<file path="config.mk">
export PLATFORM = sky130hd
export DESIGN_NAME = mux_scan_seq_flat
export DESIGN_NICKNAME = d
export VERILOG_FILES = /design/src/rtl/mux_scan_seq_if.sv /design/src/rtl/mux_scan_seq.sv /design/src/flat_wrapper.sv
export SDC_FILE = /design/constraint.sdc
export NUM_CORES = 1
export LEC_CHECK = 0
export BUFFER_PORTS_ARGS = -buffer_cell sky130_fd_sc_hd__buf_2
export CAP_MARGIN = 20
export CORE_MARGIN = 8
export CORE_UTILIZATION = 45
export CTS_CLUSTER_DIAMETER = 80
export DETAILED_ROUTE_END_ITERATION = 10
export PLACE_DENSITY = 0.72
export SLEW_MARGIN = 0
export SYNTH_ARGS = -nofsm -noshare
export SYNTH_HDL_FRONTEND = slang
export SYNTH_SLANG_ARGS = --single-unit
export TNS_END_PERCENT = 1
</file>
<file path="constraint.sdc">
create_clock -name clk -period 2.6 [get_ports clk]
set_input_delay 0.52 -clock clk [delete_from_list [all_inputs] [get_ports clk]]
set_output_delay 0.52 -clock clk [all_outputs]
set_load 0.01 [all_outputs]
</file>
<file path="src/rtl/mux_scan_seq_if.sv">
// Bundle of the word-in stream, the 16:1 mux drive/return pair and the serial bit-out stream.
// master = surrounding environment, slave = the scan sequencer.
interface mux_scan_seq_if;
  logic        in_valid;
  logic        in_ready;
  logic [15:0] din;
  logic [4:0]  in_len;
  logic [15:0] a;
  logic [3:0]  sel;
  logic        y;
  logic        out_valid;
  logic        out_ready;
  logic        out_bit;
  logic        out_last;
  logic        busy;

  modport master (
    output in_valid, din, in_len, y, out_ready,
    input  in_ready, a, sel, out_valid, out_bit, out_last, busy
  );

  modport slave (
    input  in_valid, din, in_len, y, out_ready,
    output in_ready, a, sel, out_valid, out_bit, out_last, busy
  );
endinterface

</file>
<file path="src/rtl/mux_scan_seq.sv">
// Latches a 16-bit word, walks the select of an external 16:1 mux across it and
// streams the returned bit out under valid/ready, one frame of 1..16 bits per word.
module mux_scan_seq #(
  parameter bit MSB_FIRST = 1'b0
) (
  input logic          clk,
  input logic          rst_n,
  mux_scan_seq_if.slave bus
);

  typedef enum logic {IDLE, SEND} state_t;

  state_t      state;
  logic [15:0] a_r;
  logic [3:0]  sel_r;
  logic [4:0]  cnt;
  logic [4:0]  len_r;
  logic [4:0]  len_norm;
  logic        in_ready_r;
  logic        out_valid_r;
  logic        out_last_r;

  // NOTE: every signal written in always_comb gets a default first, so no latch is inferred.
  always_comb begin
    len_norm = bus.in_len;
    if (bus.in_len == 5'd0 || bus.in_len > 5'd16) len_norm = 5'd16;
  end

  // Handshake flags are registered alongside the state, so nothing in in_valid/out_ready
  // reaches them combinationally.
  // NOTE: sequential state uses non-blocking assignments only, so every read sees the pre-edge value.
  always_ff @(posedge clk or negedge rst_n) begin
    if (!rst_n) begin
      state       <= IDLE;
      a_r         <= 16'h0000;
      sel_r       <= 4'h0;
      cnt         <= 5'd0;
      len_r       <= 5'd16;
      in_ready_r  <= 1'b1;
      out_valid_r <= 1'b0;
      out_last_r  <= 1'b0;
    end else begin
      case (state)
        IDLE: begin
          if (bus.in_valid) begin
            a_r         <= bus.din;
            len_r       <= len_norm;
            cnt         <= 5'd0;
            sel_r       <= MSB_FIRST ? 4'hF : 4'h0;
            out_last_r  <= (len_norm == 5'd1);
            in_ready_r  <= 1'b0;
            out_valid_r <= 1'b1;
            state       <= SEND;
          end
        end
        SEND: begin
          if (bus.out_ready) begin
            if (out_last_r) begin
              // a and sel deliberately hold so the mux keeps its last input stable.
              in_ready_r  <= 1'b1;
              out_valid_r <= 1'b0;
              out_last_r  <= 1'b0;
              state       <= IDLE;
            end else begin
              cnt        <= cnt + 5'd1;
              sel_r      <= MSB_FIRST ? sel_r - 4'd1 : sel_r + 4'd1;
              // Next beat is final when the advanced count reaches len_r-1.
              out_last_r <= (cnt + 5'd2 == len_r);
            end
          end
        end
        default: state <= IDLE;
      endcase
    end
  end

  assign bus.a         = a_r;
  assign bus.sel       = sel_r;
  assign bus.in_ready  = in_ready_r;
  assign bus.out_valid = out_valid_r;
  assign bus.busy      = out_valid_r;
  assign bus.out_last  = out_last_r;
  assign bus.out_bit   = bus.y;

endmodule

</file>
<file path="src/flat_wrapper.sv">
// flat-port wrapper written by rule: the top's interface ports become plain ports
module mux_scan_seq_flat 
#(
  parameter bit MSB_FIRST = 1'b0
)
  (clk, rst_n, bus_in_valid, bus_din, bus_in_len, bus_y, bus_out_ready, bus_in_ready, bus_a, bus_sel, bus_out_valid, bus_out_bit, bus_out_last, bus_busy);
  mux_scan_seq_if bus_i ();
  input logic clk;
  input logic rst_n;
  input wire logic [$bits(bus_i.in_valid)-1:0] bus_in_valid;
  input wire logic [$bits(bus_i.din)-1:0] bus_din;
  input wire logic [$bits(bus_i.in_len)-1:0] bus_in_len;
  input wire logic [$bits(bus_i.y)-1:0] bus_y;
  input wire logic [$bits(bus_i.out_ready)-1:0] bus_out_ready;
  output wire logic [$bits(bus_i.in_ready)-1:0] bus_in_ready;
  output wire logic [$bits(bus_i.a)-1:0] bus_a;
  output wire logic [$bits(bus_i.sel)-1:0] bus_sel;
  output wire logic [$bits(bus_i.out_valid)-1:0] bus_out_valid;
  output wire logic [$bits(bus_i.out_bit)-1:0] bus_out_bit;
  output wire logic [$bits(bus_i.out_last)-1:0] bus_out_last;
  output wire logic [$bits(bus_i.busy)-1:0] bus_busy;
  assign bus_i.in_valid = bus_in_valid;
  assign bus_i.din = bus_din;
  assign bus_i.in_len = bus_in_len;
  assign bus_i.y = bus_y;
  assign bus_i.out_ready = bus_out_ready;
  assign bus_in_ready = bus_i.in_ready;
  assign bus_a = bus_i.a;
  assign bus_sel = bus_i.sel;
  assign bus_out_valid = bus_i.out_valid;
  assign bus_out_bit = bus_i.out_bit;
  assign bus_out_last = bus_i.out_last;
  assign bus_busy = bus_i.busy;
  mux_scan_seq #(.MSB_FIRST(MSB_FIRST)) u_core (.clk(clk), .rst_n(rst_n), .bus(bus_i));
endmodule
</file>
==> flow_summary.toml <==
[run_status]
status = "finished clean"

[pwr]
ir_worst_vdd_mv = 0.480
combPwrFrac = 0.389
power.share.clock = 0.145
power.total_mw = 2.02
p_sw_frac = 0.388
power_density_nw_per_um2 = 1090
pwr-share-seq = 0.466
power_leakage_nw = 1.03
p_int_mw = 1.24
p_switching_uw = 784

[clock_network]
cts_resized = 0
clockBufferDepth = 2
root_buffer = "clkbuf_4"
clk_pin_slew_ns = 0.10
clkSinkCount = 34
htree_levels = 2
ctsHoldBuffers = 0
cts_tree = "built"
cts_buffers = 5
clk_latency_ns = 0.32
postCtsSetupRepairBufs = 0

[worst_setup_path]
cp_num_buf_inv = 1
r2r-start = "u_core.state$_DFF_PN0_"
critical-path-top-delay-family = "simple AND/OR/NAND/NOR gates"
crit_type = "reg2reg"
reg2reg_depth = 4
r2r_end = "u_core.bus.a[9]$_DFFE_PN0P_"
worstSetupEndpointType = "flip-flop"
critPathMostFrequentCell = "nand2_1"
r2r_slack_ns = 1.05
startpoint_type = "flip-flop"
slowest_stage = "nand2b_1"
worstPathMaxFanout = 19
path_cells = "nand2b_1, buf_4, nand2_1, nand2_1"
cp_data_arrival_time_ns = 1.82
required_ns = 2.87
slowest_delay_ns = 0.58

[cells_and_area]
final_cell_mix = "nand2_1, buf_2, dfrtp_1, nor2_1, nand3_1"
fin_area_um2 = 1850
final_common_cell = "nand2_1"
final_nets = 246
fin_util = 0.559
syn_to_final_growth_pct = 19.7
diodes = 0
nFillCells = 328
final_layout_size_suffix_gt1_frac = 0.272

[worst_hold_path]
hp-class = "in2async"

[logic_synthesis]
ys_seq_area_frac = 0.552
syn_inst = 169
ys_ff_latch = 34
avgSynthCellArea_um2 = 9.14
synth_area_leaders = "dfrtp_1, nand2_1, xor2_1, dfstp_2, ha_1"
yosys.cell_types.count = 21
ys.warnings.count = 0
syn_area_um2 = 1550
synth_top_area_cell = "dfrtp_1"
syn_nets = 199
yosysTopAreaCellShare = 0.518

[timing]
rsz0062_at_grt = "no"
min_period_over_period = 0.596
worst_pin_slew_ns = 0.722
hold_viol_final = 0
drv_slew = 0
slew_headroom = 0.519
min_period_ns = 1.55
final-setup-viol-count = 0
timing.final.ws_setup_ns = 1.05
max_freq_ghz = 0.645
fin_tns_setup_ns = 0
finalClockSkew_ns = 0.00791

[place]
post-place-ws_ns = 0.909
portBuffers = 48
dpl_cell_area_um2 = 1790
hpwl_mm = 2.46
place.gp.congestion = 0.796

[route]
drt_iter0_drc = 91
vias_per_cell = 4.66
antenna_left = 0
num_vias = 1225
dr.pass1.iters = 4
route.detailed.drc = 0
wl_mm = 3.27
routedWlPerCell_um = 12.4

[floorplanning]
ios = 51
num_rows = 21
dieArea_um2 = 5570
die_h_um = 74.6
core_um2 = 3310
start_util = 0.467
die_w_um = 74.6

[grt]
antenna_found_initial = 0
grt_pass1_vias = 1239
grt_pass1_wl_mm = 5.42
grt_usage = 0.126
grt_max_degree = 35
grt_overflow = 0

[run]
drv_cap = 0
## per-stage QoR
step | cells | hold WS, ns
after global placement | 255 | 0.454
after detailed placement | 255 | 0.458
after CTS | 263 | 0.267
after floorplan | 169 | 0.224
final | 263 | 0.242
after global routing | 263 | 0.297
## per-layer routing
metal,vias to the layer above,track usage,share of wire
met4,0,0.0457,0.0089
met2,32,0.207,0.47
met1,562,0.143,0.45
met3,5,0.0512,0.071
li1,626,-,-
met5,-,0,0
## worst max path at each step
stage	from	endpoint	slack (ns)	cells past startpoint
2_1_floorplan	bus_in_len[1]	u_core.bus.out_last$_DFFE_PN0P_	1.11	6
3_3_place_gp	bus_in_valid	u_core.len_r[3]$_DFFE_PN0P_	0.95	5
3_5_place_dp	bus_in_len[1]	u_core.bus.out_last$_DFFE_PN0P_	0.91	7
4_1_cts	u_core.state$_DFF_PN0_	u_core.bus.a[9]$_DFFE_PN0P_	1.02	4
5_1_grt	u_core.state$_DFF_PN0_	u_core.bus.a[15]$_DFFE_PN0P_	0.92	4
6_report	u_core.state$_DFF_PN0_	u_core.bus.a[9]$_DFFE_PN0P_	1.05	4
## sequential cells by signal (all words and copies together), names as in the netlist
name and flops:
u_core.bus.a 16, u_core.cnt 5, u_core.len_r 5, u_core.bus.sel 4, u_core.bus.busy 1, u_core.bus.in_ready 1
u_core.bus.out_last 1, u_core.state 1
## synth_stat cells
cell type	number
a211o_1	1
a21oi_1	4
and3b_1	1
buf_2	5
buf_4	3
buf_6	2
dfrtp_1	32
dfstp_2	2
ha_1	4
inv_1	2
nand2_1	68
nand2b_1	1
nand3_1	8
nand3b_1	3
nand4_1	4
nor2_1	11
nor2b_1	1
nor3_1	2
o21ai_0	3
xnor2_1	5
xor2_1	7
## kinds of logic after synthesis
logic type               share of synthesized area
AO/OA/AOI/OAI                               0.0283
adder cells (fa/ha/maj)                     0.0324
AND/OR/NAND/NOR                              0.269
XOR/XNOR                                    0.0680
flip-flops                                   0.552
buffers and inverters                       0.0502
## area by class of cell
| type | instances | area, µm² | area share |
|---|---|---|---|
| Clock buffer | 8 | 58.8 | 0.0318 |
| Inverter | 2 | 7.51 | 0.00406 |
| Multi-Input combinational cell | 123 | 617 | 0.334 |
| Sequential cell | 34 | 853 | 0.461 |
| Tap cell | 46 | 57.6 | 0.0311 |
| Timing Repair Buffer | 50 | 255 | 0.138 |
## power by group through the flow
stage                     Sequential, mW  Combinational (mW)  Clock [mW]
after floorplan                    0.992               0.495           0
after global placement             0.947               0.786           0
after detailed placement           0.949               0.810           0
after CTS                          0.944               0.808       0.304
after global routing               0.983               0.897       0.324
final                              0.943               0.788       0.293
## worst reg2reg max path, cell delays in order, from the launching register on
cell and delay [ns]:
dfrtp_1 0.51, nand2b_1 0.58, buf_4 0.28, nand2_1 0.07
nand2_1 0.06
Note: power is estimated with default switching activity, not from simulation.
